**src/rtl/fp_arb_pkg.sv**
```systemverilog
// Shared types for the two-requester FP32 add arbiter: response-register states,
// requester index type and operand width.
package fp_arb_pkg;

  localparam int FP32_W = 32;

  typedef enum logic {
    EMPTY = 1'b0,
    FULL  = 1'b1
  } rsp_state_e;

  typedef logic req_id_t;

endpackage

```
**src/rtl/fp32_adder.sv**
```systemverilog
// Combinational IEEE-754 single-precision adder, round-to-nearest-even, denormals kept.
// Zero latency; no flow control. Any NaN input, or inf + -inf, yields canonical qNaN 0x7FC00000.
module fp32_adder
  import fp_arb_pkg::*;
(
  input  logic [FP32_W-1:0] a_i,
  input  logic [FP32_W-1:0] b_i,
  output logic [FP32_W-1:0] sum_o
);

  localparam logic [31:0] QNAN = 32'h7FC0_0000;

  function automatic logic [4:0] lzc27(input logic [26:0] v);
    logic [4:0] n;
    logic       found;
    n     = 5'd27;
    found = 1'b0;
    for (int i = 26; i >= 0; i--) begin
      if (!found && v[i]) begin
        n     = 5'(26 - i);
        found = 1'b1;
      end
    end
    return n;
  endfunction

  logic        a_nan, b_nan, a_inf, b_inf;
  logic        swap, sl, ss, sub;
  logic [7:0]  el_raw, es_raw, el, es, d;
  logic [22:0] fl, fs;
  logic [26:0] xl, xs, al, norm;
  logic [27:0] sum;
  logic [4:0]  lz;
  logic [9:0]  e;
  logic [24:0] rnd;
  logic        up;

  always_comb begin
    a_nan = (&a_i[30:23]) & (|a_i[22:0]);
    b_nan = (&b_i[30:23]) & (|b_i[22:0]);
    a_inf = (&a_i[30:23]) & ~(|a_i[22:0]);
    b_inf = (&b_i[30:23]) & ~(|b_i[22:0]);

    // Larger magnitude goes first so the aligned subtraction never borrows.
    swap   = b_i[30:0] > a_i[30:0];
    sl     = swap ? b_i[31]    : a_i[31];
    ss     = swap ? a_i[31]    : b_i[31];
    el_raw = swap ? b_i[30:23] : a_i[30:23];
    es_raw = swap ? a_i[30:23] : b_i[30:23];
    fl     = swap ? b_i[22:0]  : a_i[22:0];
    fs     = swap ? a_i[22:0]  : b_i[22:0];
    el     = (el_raw == 8'd0) ? 8'd1 : el_raw;
    es     = (es_raw == 8'd0) ? 8'd1 : es_raw;
    xl     = {|el_raw, fl, 3'b000};
    xs     = {|es_raw, fs, 3'b000};
    d      = el - es;
    sub    = sl ^ ss;

    if (d >= 8'd27) begin
      al = {26'd0, |xs};
    end else begin
      al    = xs >> d;
      al[0] = al[0] | (|(xs & ~({27{1'b1}} << d)));
    end

    sum = sub ? ({1'b0, xl} - {1'b0, al}) : ({1'b0, xl} + {1'b0, al});

    e  = {2'b00, el};
    lz = 5'd0;
    if (sum[27]) begin
      norm = {sum[27:2], sum[1] | sum[0]};
      e    = e + 10'd1;
    end else begin
      lz = lzc27(sum[26:0]);
      if ({5'd0, lz} >= e) lz = 5'(e - 10'd1);
      norm = sum[26:0] << lz;
      e    = e - {5'd0, lz};
    end

    up  = norm[2] & (norm[1] | norm[0] | norm[3]);
    rnd = {1'b0, norm[26:3]} + {24'd0, up};
    if (rnd[24]) begin
      rnd = rnd >> 1;
      e   = e + 10'd1;
    end

    if (a_nan | b_nan | (a_inf & b_inf & (a_i[31] ^ b_i[31]))) begin
      sum_o = QNAN;
    end else if (a_inf) begin
      sum_o = a_i;
    end else if (b_inf) begin
      sum_o = b_i;
    end else if (sum == 28'd0) begin
      sum_o = {~sub & sl, 31'd0};
    end else if (e >= 10'd255) begin
      sum_o = {sl, 8'hFF, 23'd0};
    end else begin
      sum_o = {sl, (rnd[23] ? e[7:0] : 8'd0), rnd[22:0]};
    end
  end

endmodule

```
**src/rtl/fp32_add_arbiter.sv**
```systemverilog
// Round-robin arbiter feeding one shared FP32 adder into a single response register.
// One cycle accept-to-rsp_valid; a held response (rsp_ready=0) blocks both requesters.
module fp32_add_arbiter
  import fp_arb_pkg::*;
#(
  parameter int TAG_W = 4,
  parameter int CNT_W = 16
) (
  input  logic              clk,
  input  logic              rst_n,
  input  logic              req0_valid,
  output logic              req0_ready,
  input  logic [31:0]       req0_a,
  input  logic [31:0]       req0_b,
  input  logic [TAG_W-1:0]  req0_tag,
  input  logic              req1_valid,
  output logic              req1_ready,
  input  logic [31:0]       req1_a,
  input  logic [31:0]       req1_b,
  input  logic [TAG_W-1:0]  req1_tag,
  output logic              rsp_valid,
  input  logic              rsp_ready,
  output logic [31:0]       rsp_result,
  output logic              rsp_id,
  output logic [TAG_W-1:0]  rsp_tag,
  output logic [CNT_W-1:0]  grant_cnt0,
  output logic [CNT_W-1:0]  grant_cnt1
);

  rsp_state_e         state_q, state_d;
  req_id_t            last_grant_q, grant_id, id_q;
  logic               can_accept, accept;
  logic [FP32_W-1:0]  add_a, add_b, add_sum, result_q;
  logic [TAG_W-1:0]   tag_q;
  logic [CNT_W-1:0]   cnt0_q, cnt1_q;

  assign rsp_valid  = (state_q == FULL);
  assign can_accept = (state_q == EMPTY) | (rsp_ready & rsp_valid);

  always_comb begin
    grant_id = 1'b0;
    if (req0_valid & req1_valid) grant_id = ~last_grant_q;
    else if (req1_valid)         grant_id = 1'b1;
  end

  // Gating with rst_n keeps both readies low for the whole reset window.
  assign accept     = rst_n & can_accept & (req0_valid | req1_valid);
  assign req0_ready = accept & (grant_id == 1'b0);
  assign req1_ready = accept & (grant_id == 1'b1);

  assign add_a = grant_id ? req1_a : req0_a;
  assign add_b = grant_id ? req1_b : req0_b;

  fp32_adder u_adder (
    .a_i   (add_a),
    .b_i   (add_b),
    .sum_o (add_sum)
  );

  always_comb begin
    state_d = state_q;
    case (state_q)
      EMPTY:   if (accept) state_d = FULL;
      FULL: begin
        if (accept)         state_d = FULL;
        else if (rsp_ready) state_d = EMPTY;
      end
      default: state_d = EMPTY;
    endcase
  end

  always_ff @(posedge clk or negedge rst_n) begin
    if (!rst_n) begin
      state_q      <= EMPTY;
      last_grant_q <= 1'b1;
      result_q     <= '0;
      id_q         <= 1'b0;
      tag_q        <= '0;
      cnt0_q       <= '0;
      cnt1_q       <= '0;
    end else begin
      state_q <= state_d;
      if (accept) begin
        last_grant_q <= grant_id;
        result_q     <= add_sum;
        id_q         <= grant_id;
        tag_q        <= grant_id ? req1_tag : req0_tag;
        if (!grant_id && !(&cnt0_q)) cnt0_q <= cnt0_q + CNT_W'(1);
        if (grant_id && !(&cnt1_q))  cnt1_q <= cnt1_q + CNT_W'(1);
      end
    end
  end

  assign rsp_result = result_q;
  assign rsp_id     = id_q;
  assign rsp_tag    = tag_q;
  assign grant_cnt0 = cnt0_q;
  assign grant_cnt1 = cnt1_q;

endmodule
```
**config.mk**
```make
export PLATFORM = sky130hd
export DESIGN_NAME = fp32_add_arbiter
export DESIGN_NICKNAME = d
export VERILOG_FILES = /design/src/rtl/fp_arb_pkg.sv /design/src/rtl/fp32_adder.sv /design/src/rtl/fp32_add_arbiter.sv
export SDC_FILE = /design/constraint.sdc
export NUM_CORES = 1
export LEC_CHECK = 0
export BUFFER_PORTS_ARGS = -buffer_cell sky130_fd_sc_hd__buf_4
export CAP_MARGIN = 5
export CORE_MARGIN = 8
export CORE_UTILIZATION = 45
export DETAILED_ROUTE_END_ITERATION = 6
export PLACE_DENSITY = 0.61
export SYNTH_ARGS = -nofsm -noshare
export SYNTH_HDL_FRONTEND = slang
export SYNTH_SLANG_ARGS = --single-unit
```
**constraint.sdc**
```tcl
create_clock -name clk -period 21.1 [get_ports clk]
set_input_delay 4.22 -clock clk [delete_from_list [all_inputs] [get_ports clk]]
set_output_delay 4.22 -clock clk [all_outputs]
set_load 0.01 [all_outputs]
```
==> run_results.csv <==
group,metric,value,unit
status,outcome,"completed",
logic_synthesis,synthArstFlopShare,1.00,
final_layout,register_area,1780,um^2
place,place_area,19900,um^2
setup_path,rr_worst_depth,74,
sta,relSlewSlack,0.249,
place,dp_slack,-0.390,ns
power,vdd_drop_max,0.0000609,V
logic_synthesis,syn_inst,2471,
routing,drcViolationCount,0,
place,gp_congestion,1.02,
floorplan,dieArea,44600,um^2
final_layout,fin_area,20600,um^2
setup_path,cpMostUsedCell,"buf_4",
floorplan,die_h,211,um
run,maxCapViolations,0,
clocking,cts.clk_slew.worst_paths,0.06,ns
final_layout,fin_nets,2956,
clocking,htree_levels,3,
logic_synthesis,synth_edf_count,0,
grt,grt_max_degree,73,
setup_path,arrival,20.56,ns
sta,fmax,0.0492,GHz
sta,layout_setup_ws,0.756,ns
worst_hold_path,hold_path_depth,1,
clocking,cts-root-buf,"clkbuf_16",
routing,drt_iter0_drc,2749,
clocking,numCtsBuffers,9,
routing,wire_per_inst,24.2,um
power,power.density,143,nW/um^2
clocking,clockBufferDepth,2,
setup_path,cp-end-kind,"register",
final_layout,n_fill_cell,3670,
grt,grt_usage,0.329,
routing,via_per_inst,6.70,
logic_synthesis,ys_ff_latch,71,
logic_synthesis,synth_top_area_cell,"dfrtp_1",
logic_synthesis,yosysWarningCount,0,
setup_path,slowest_stage,"mux4_2",
logic_synthesis,synth_top_area_frac,0.102,
routing,first_pass_iters,6,
final_layout,areaGrowthSynthToFinish,20.4,%
logic_synthesis,synth_area_per_cell,6.94,um^2
setup_path,slowest_delay,0.57,ns
place,dp_hpwl,61900,um
routing,num_vias,21700,
grt,antenna_found_initial,1,
grt,overflow,0,
sta,finalCritPeriodShare,0.964,
floorplan,io_pins,213,
logic_synthesis,synth_area,17200,um^2
sta,finalHoldViolCount,0,
logic_synthesis,ys_types,131,
worst_hold_path,hold_path.class,"reg -> reg",
sta,finalCriticalPeriod,20.34,ns
sta,fin_skew,0.00814,ns
sta,drv_slew,0,
power,p_leak,0.00883,uW
routing,final_antenna_net_count,0,
logic_synthesis,synth-main-ff-cell,"dfrtp_1",
logic_synthesis,yosysSeqAreaShare,0.104,
sta,worst_slew_pin_slew,1.13,ns
clocking,clock_sinks,71,
setup_path,required,21.31,ns
routing,routed_wl,78000,um
sta,setup_viol,0,
floorplan,initial_utilization,0.456,
setup_path,path_class,"in -> reg",
final_layout,diodes,0,
setup_path,startpoint_type,"primary input",
final_layout,drive_above_1_share,0.206,
grt,grt_pass1_wl,118000,um
floorplan,placementRows,71,
logic_synthesis,synth_fp_nets,2712,
setup_path,ff2ff_setup_slack,4.27,ns
setup_path,path_max_fanout,36,
logic_synthesis,synth.area.top_cells,"dfrtp_1 10%, nand2_1 7.2%, ha_1 7.1%, nor2_1 5.2%, a21oi_1 4.8%",
place,io_buffers,212,
floorplan,coreArea,37600,um^2
floorplan,die_x,211,um
grt,first_global_vias,20400,
clocking,clk-insertion-delay-late,0.33,ns
clocking,cts_tree,"built",
final_layout,multi_input_area,14700,um^2
## worst max-delay path, delay by kind of cell
family | cells | cell delay, ns
AO/OA/AOI/OAI | 29 | 5.88
AND/OR/NAND/NOR | 23 | 5.19
buffers and inverters | 14 | 2.29
adder cells (fa/ha/maj) | 5 | 1.51
multiplexers | 3 | 1.17
XOR/XNOR | 1 | 0.21
## cells in the final DEF (no fill, tap or decap), types with 21 or more instances in the layout
cell type,count
or3_1,26
nand2_1,330
nand2b_1,37
a21oi_1,161
nor3_1,67
nor2_1,234
a211oi_1,33
and2_1,28
o211ai_1,30
dfrtp_1,70
o21a_1,25
xnor2_1,73
a31oi_1,51
xor2_1,32
buf_4,366
a21o_1,36
nor2b_1,21
and3_1,24
mux2i_1,69
ha_1,97
inv_1,111
nand3_1,94
nand4_1,46
nor4_1,28
o21ai_0,106
## sequential cells by signal, indices dropped and copies added (netlist names)
name	flops
grant_cnt0	16
grant_cnt1	16
last_grant_q	1
rsp_id	1
rsp_result	32
rsp_tag	4
rsp_valid	1
## cell usage after synthesis, types with 11 or more instances
library cell  count
nand2_1         331
nor2_1          238
a21oi_1         166
o21ai_0         112
inv_1           111
ha_1             97
clkbuf_1         94
nand3_1          94
xnor2_1          75
dfrtp_1          70
mux2i_1          70
nor3_1           69
a31oi_1          52
nand4_1          46
a21o_1           37
nand2b_1         37
a211oi_1         34
xor2_1           33
nor4_1           30
o211ai_1         30
and2_1           29
or3_1            27
o21a_1           26
and3_1           25
nor2b_1          22
buf_2            21
o2111ai_1        20
a211o_1          19
o21bai_1         19
o22ai_1          19
a32o_1           18
or2_2            18
o31ai_1          17
and4_1           14
buf_1            14
a22o_1           13
mux2_2           13
a2111oi_0        12
a41oi_1          12
o21ai_1          12
o221ai_1         12
o31a_1           11
## logic make-up (layout without fill, tap and decap cells)
kind of cell / after synthesis / count (layout) / share of synthesized area
XOR/XNOR: 111 / 111 / 0.0580
flip-flops: 71 / 71 / 0.104
buffers and inverters: 254 / 499 / 0.0618
adder cells (fa/ha/maj): 101 / 101 / 0.0749
multiplexers: 91 / 91 / 0.0587
AO/OA/AOI/OAI: 805 / 808 / 0.343
AND/OR/NAND/NOR: 1038 / 1039 / 0.300
## routing by layer
layer  global-route usage  wire (um)  up-vias
met4                0.149       3870        2
met5                    0         12        -
li1                     -          -     9806
met3               0.0519       7210      225
met1                0.411      30400    10300
met2                0.553      36600     1362
## area by class of cell
class | count | share of cell area
clock buffers | 9 | 0.0109
flip-flops and latches | 71 | 0.0861
repair buffers | 369 | 0.136
well taps | 511 | 0.0310
clock inverters | 7 | 0.00491
multi-input cells | 2150 | 0.710
inverters | 114 | 0.0210
## per-stage QoR
stage | instances | total power [uW] | hold slack [ns] | TNS (ns) | utilization
floorplan | 2471 | 1800 | 0.501 | 0 | -
global placement | 3197 | 2640 | 0.474 | -1.63 | 0.530
detailed placement | 3197 | 2630 | 0.483 | -10.09 | 0.530
CTS | 3214 | 2810 | 0.501 | 0 | 0.539
global route | 3231 | 3110 | 0.523 | -0.0188 | 0.549
finish | 3231 | 2950 | 0.498 | 0 | 0.549
## power breakdown
group / internal (uW) / switching (uW)
Combinational: 929 / 1650
Clock: 105 / 60.0
Sequential: 176 / 34.8
## path summary, 6_finish.rpt
check / startpoint / to
max: req0_valid / rsp_result[21]
min: rsp_id / rsp_id
max reg2reg: last_grant_q / rsp_result[21]
min reg2reg: rsp_id / rsp_id
max in group asynchronous: rst_n / grant_cnt1[2]
min in group asynchronous: rst_n / grant_cnt0[9]
## repair_timing
action / 4_1_cts / 5_1_grt
hold buffers: 0 / 0
pin swaps: 2 / 10
gates resized for setup: 3 / 56
gates cloned: 1 / 3
endpoints found under the setup margin: 22 / 31
buffers inserted: 0 / 14
No activity file was read; power rests on OpenSTA's default activity.
